File: config.mk
export PLATFORM = sky130hd
export DESIGN_NAME = io_print_rr_arbiter
export DESIGN_NICKNAME = d
export VERILOG_FILES = /design/src/rtl/io_print_rr_arbiter_pkg.sv /design/src/rtl/io_print_fifo.sv /design/src/rtl/io_print_rr_arbiter.sv
export SDC_FILE = /design/constraint.sdc
export NUM_CORES = 1
export LEC_CHECK = 0
export CAP_MARGIN = 25
export CORE_MARGIN = 2
export CORE_UTILIZATION = 54
export CTS_BUF_LIST = sky130_fd_sc_hd__clkbuf_8 sky130_fd_sc_hd__clkbuf_16
export CTS_CLUSTER_DIAMETER = 120
export DETAILED_ROUTE_END_ITERATION = 7
export PLACE_DENSITY_LB_ADDON = 0.12
export SLEW_MARGIN = 10
export SYNTH_ARGS = -nofsm -noshare
export SYNTH_HDL_FRONTEND = slang
export SYNTH_SLANG_ARGS = --single-unit
export TNS_END_PERCENT = 5
File: constraint.sdc
create_clock -name clk -period 2.87 [get_ports clk]
set_clock_uncertainty 0.05 [all_clocks]
set_input_delay 0.287 -clock clk [delete_from_list [all_inputs] [get_ports clk]]
set_output_delay 0.287 -clock clk [all_outputs]
set_load 0.05 [all_outputs]
File: src/rtl/io_print_rr_arbiter_pkg.sv
// io_print_rr_arbiter_pkg: output FSM state codes and the buffered print entry type.
// With IO_ARB_CORE_TAG_EN defined, every entry also carries the id of the core that sent it.
package io_print_rr_arbiter_pkg;

    localparam logic [0:0] ARB_OUT_IDLE  = 1'b0;
    localparam logic [0:0] ARB_OUT_VALID = 1'b1;

    typedef struct packed {
`ifdef IO_ARB_CORE_TAG_EN
        logic        core_id;
`endif
        logic [31:0] data;
    } print_entry_t;

endpackage

File: src/rtl/io_print_fifo.sv
// io_print_fifo: circular print-request buffer with natural pointer wrap and an occupancy count.
// The caller guarantees no push when full and no pop when empty. Entry contents survive reset.
module io_print_fifo
    import io_print_rr_arbiter_pkg::*;
#(
    parameter int DEPTH = 4
) (
    input  logic                   clk,
    input  logic                   reset,
    input  logic                   push,
    input  logic                   pop,
    input  print_entry_t           wdata,
    output print_entry_t           rdata,
    output logic [$clog2(DEPTH):0] count
);

    localparam int AW = $clog2(DEPTH);
    localparam int CW = AW + 1;

    print_entry_t  mem [DEPTH];
    logic [AW-1:0] wr_ptr;
    logic [AW-1:0] rd_ptr;

    assign rdata = mem[rd_ptr];

    always_ff @(posedge clk) begin
        if (push) mem[wr_ptr] <= wdata;
    end

    // A simultaneous push and pop leaves the count unchanged.
    always_ff @(posedge clk) begin
        if (reset) begin
            wr_ptr <= '0;
            rd_ptr <= '0;
            count  <= '0;
        end else begin
            if (push) wr_ptr <= wr_ptr + AW'(1);
            if (pop) rd_ptr <= rd_ptr + AW'(1);
            count <= count + CW'(push) - CW'(pop);
        end
    end

endmodule

File: src/rtl/io_print_rr_arbiter.sv
// io_print_rr_arbiter: round-robin merge of two cores' print requests into one buffered display stream.
// Define IO_ARB_CORE_TAG_EN to add print_core_id, which reports the source core of each displayed value.
module io_print_rr_arbiter
    import io_print_rr_arbiter_pkg::*;
#(
    parameter int FIFO_DEPTH = 4
) (
    input  logic        clk,
    input  logic        reset,
    input  logic        req_core0,
    input  logic        req_core1,
    input  logic [31:0] data_core0,
    input  logic [31:0] data_core1,
    output logic        is_ready_core0,
    output logic        is_ready_core1,
    input  logic        print_ready,
    output logic        print_hex_enable,
`ifdef IO_ARB_CORE_TAG_EN
    output logic [31:0] print_output,
    output logic        print_core_id
`else
    output logic [31:0] print_output
`endif
);

    localparam int CW = $clog2(FIFO_DEPTH) + 1;

    logic [CW-1:0] count;
    logic          space;
    logic          grant0;
    logic          grant1;
    logic          pop;
    logic          last_grant;
    logic [0:0]    state;
    print_entry_t  wentry;
    print_entry_t  head;
    print_entry_t  out_entry;

    // Space is judged on the registered count only; a same-cycle pop does not free a slot.
    assign space  = !reset && count < CW'(FIFO_DEPTH);
    assign grant0 = space && req_core0 && (!req_core1 || last_grant);
    assign grant1 = space && req_core1 && !grant0;
    assign pop    = count != '0 && (state == ARB_OUT_IDLE || print_ready);

    assign is_ready_core0 = grant0;
    assign is_ready_core1 = grant1;

    always_comb begin
        wentry      = '0;
        wentry.data = grant1 ? data_core1 : data_core0;
`ifdef IO_ARB_CORE_TAG_EN
        wentry.core_id = grant1;
`endif
    end

    io_print_fifo #(
        .DEPTH (FIFO_DEPTH)
    ) u_fifo (
        .clk   (clk),
        .reset (reset),
        .push  (grant0 || grant1),
        .pop   (pop),
        .wdata (wentry),
        .rdata (head),
        .count (count)
    );

    always_ff @(posedge clk) begin
        if (reset) begin
            state      <= ARB_OUT_IDLE;
            last_grant <= 1'b1;
            out_entry  <= '0;
        end else begin
            if (grant0 || grant1) last_grant <= grant1;
            if (pop) begin
                out_entry <= head;
                state     <= ARB_OUT_VALID;
            end else if (print_ready) begin
                state <= ARB_OUT_IDLE;
            end
        end
    end

    assign print_hex_enable = state == ARB_OUT_VALID;
    assign print_output     = print_hex_enable ? out_entry.data : '0;
`ifdef IO_ARB_CORE_TAG_EN
    assign print_core_id    = print_hex_enable && out_entry.core_id;
`endif

endmodule

==> summary.txt <==
Outcome
  • Status: finished, final reports clean

Timing
  • Fin crit period: 2.457 ns
  • Post-Route Setup TNS: 0 ns
  • Final slew viol count: 0
  • Final period util: about 86%
  • Max Clock Freq: 407.0 MHz
  • RSZ-0062 raised after global routing: false
  • Slew @ Worst Pin: 0.6062 ns
  • Hold Vio Cnt, Final: 0
  • Slew Limit Headroom: 59.59%
  • Setup violators final: 0
  • Final WS setup: 0.4132 ns

Yosys
  • Post-Syn Instances: 374
  • Yosys reg bits: 169
  • Warnings from Yosys: 0
  • Post-Synthesis Cell Area: 6754 µm²
  • Top post-synthesis cells by count: edfxtp_1, dfxtp_1, and2_1
  • Top-count cell post-synth: edfxtp_1
  • Sequential share of the synthesized area: just under 70%
  • Synth area leader: edfxtp_1
  • Synth top area share: 56.91%
  • Library cells used by synthesis: 31
  • Average size of a mapped cell: 18.06 µm²
  • Ys flop type: edfxtp_1
  • Net Count, Synth: 450
  • Number of flops mapped to enable cells by yosys: 128
  • Ranking of synthesized cells by area: edfxtp_1, dfxtp_1, mux4_2, mux2_1, a22o_1
  • Post-synth ARST share: 0%

Place
  • Post-Place Setup Slack: 0.1585 ns
  • Port bufs: slightly above 100
  • Hpwl dp: 8.050 mm
  • Placed cell area: 8016 µm²
  • GPL Wtd Cong: approximately 0.74

Floorplan
  • Die H: 115.8 µm
  • Placement row count: 40
  • Die width: about 120 µm
  • Initial cell density of the core: 55.76%
  • Die area: 13420 µm²
  • I/O pin count: around 100
  • Core area: 12110 µm²

Setup path
  • Slowest CP cell: clkdlybuf4s50_1
  • Crit Path Category: flop to output pin
  • Worst path cell trace: buf_4 -> and2_1 -> clkdlybuf4s50_1
  • Biggest cell delay along the critical path: 0.82 ns
  • Buffer and inverter count on the worst path: 2
  • Crit path DAT: 2.12 ns
  • Crit path capture type: output pin
  • R2r startpoint: u_fifo.count[2]
  • Crit path required time: 2.53 ns
  • Critical Path Start: print_hex_enable
  • Crit-path max FO: 34
  • Worst Setup Start Kind: flop
  • CP delay by family, top: buffers and inverters

Detailed routing
  • Vias per cell: 5.466
  • DRT Wirelength: 13.03 mm
  • Top sig layer: met4
  • Antenna-violating nets left: 0
  • Vias: 3673
  • TritonRoute pass-1 iters: 4
  • Detail Route met3 WL: 440 µm
  • M1 wire length: 5.182 mm
  • DR WL/cell: 19.40 µm
  • Met2 wire length: 7.280 mm
  • DR DRC count: 0
  • DR iter-0 viols: 193

Clock tree
  • Reg clk slew, reported paths: 0.06 ns
  • Clk buf depth: 2
  • # H-tree levels: 4
  • TritonCTS buffer count: 17
  • Hold_buf cts: 0
  • Root buffer cell: clkbuf_16
  • Worst skew pair latency: 0.42 ns
  • Post-CTS sizing: 0
  • Postcts setup bufs: 0
  • CTS tree: built
  • CTS Sinks: 169

Power and ir drop
  • Total power: 7.638 mW
  • Sequential share of power: 43.1%
  • P_int: 5.453 mW
  • Clock power share: slightly below 30%
  • Switch Pwr: roughly 2.2 mW
  • Comb pwr share: 27.2%
  • Switch share: 28.61%
  • P_leak: just over 3 nW
  • Peak supply drop: 0.5004 mV
  • Power density cells: 886.6 nW/µm²

Cells and area
  • Finished Cell Area: 8615 µm²
  • Layout Area Growth over Synthesis: 27.55%
  • NumNets Final: 567
  • FILL cells: 806
  • Antenna Cells: 0
  • Layout cells sized above 1: 19.44%

Global routing
  • Residual overflow from global routing: 0
  • Largest net degree at the start of global routing: 35
  • Antenna violations before repair: 0
  • GRT Total Usage: about a fifth
  • Vias in the first global route: 3889
  • Global-route wire length before repair: ~20 mm

Hold path
  • Hold Path Origin: out_entry[31]
  • Hold WC Path Type: flop to flop

Job
  • Max_cap viols: 0
[worst register-to-register path, stage by stage (launching register included)]
cell	delay, ns
dfxtp_1	0.38
nor3_2	0.41
nor2_1	0.15
ha_1	0.31
inv_1	0.04
ha_1	0.18
fa_1	0.39
xnor2_1	0.17
nor2_1	0.05
[final cells by class]
type,count,area [µm²],share of cell area (%)
clock buffer,20,466.7,5.418
clock inverter,12,131.4,1.525
inverter,8,30.03,0.3486
multi-input combinational,174,1931,22.41
sequential,169,4667,54.18
tap,168,210.2,2.440
timing repair buffer,121,1179,13.68
[cell families after synthesis]
family / share of synthesized area [%]
AO/OA/AOI/OAI: 5.391
XOR/XNOR: 0.2594
adder cells (fa/ha/maj): 1.408
buffers and inverters: 2.594
flip-flops: 69.06
multiplexers: 16.01
AND/OR/NAND/NOR: 5.280
[per-stage QoR]
stage                     util [%]  hold slack, ns  cells
final                        71.13          0.4182    672
after global routing         71.13          0.4405    672
after CTS                    71.13          0.4233    672
after detailed placement     66.19          0.4056    640
after global placement       66.19          0.4028    640
after floorplan                  -          0.3757    374
[routing by layer]
metal  vias up  global-route usage (%)
met5         -                       0
met4         0                   6.905
met3        10                   4.759
met2        76                   37.93
met1      1886                   24.00
li1       1701                       -
[cell usage in the layout (no fill, tap or decap), drive strengths merged, types with 6 or more instances in the layout]
cell           synthesis  routed
a22o                  32      32
and2                  33      33
buf                   13      28
clkbuf                10      20
clkdlybuf4s50          0      93
dfxtp                 41      41
edfxtp               128     128
ha                     6       6
inv                    8      11
mux2                  32      32
mux4                  32      32
[state kept, by name, indices dropped and copies added (netlist names)]
name and count:
print_hex_enable 1, last_grant 1, u_fifo.rd_ptr 2, out_entry 32, u_fifo.mem 128, u_fifo.wr_ptr 2, u_fifo.count 3
[power by group through the flow]
| stage | combinational [mW] | clock [mW] | sequential [mW] |
|---|---|---|---|
| after floorplan | 1.60 | 0 | 3.20 |
| after global placement | 2.04 | 0 | 3.32 |
| after detailed placement | 2.10 | 0 | 3.34 |
| after CTS | 2.12 | 2.32 | 3.30 |
| after global routing | 2.23 | 2.40 | 3.34 |
| final | 2.08 | 2.27 | 3.29 |
[final timing paths]
| kind | end | cells past startpoint | slack [ns] |
|---|---|---|---|
| max | print_output[22] | 3 | 0.41 |
| min | out_entry[31] | 1 | 0.42 |
| max reg2reg | u_fifo.count[2] | 8 | 0.64 |
| min reg2reg | out_entry[31] | 1 | 0.42 |
Power figures use the tool's default switching activity.
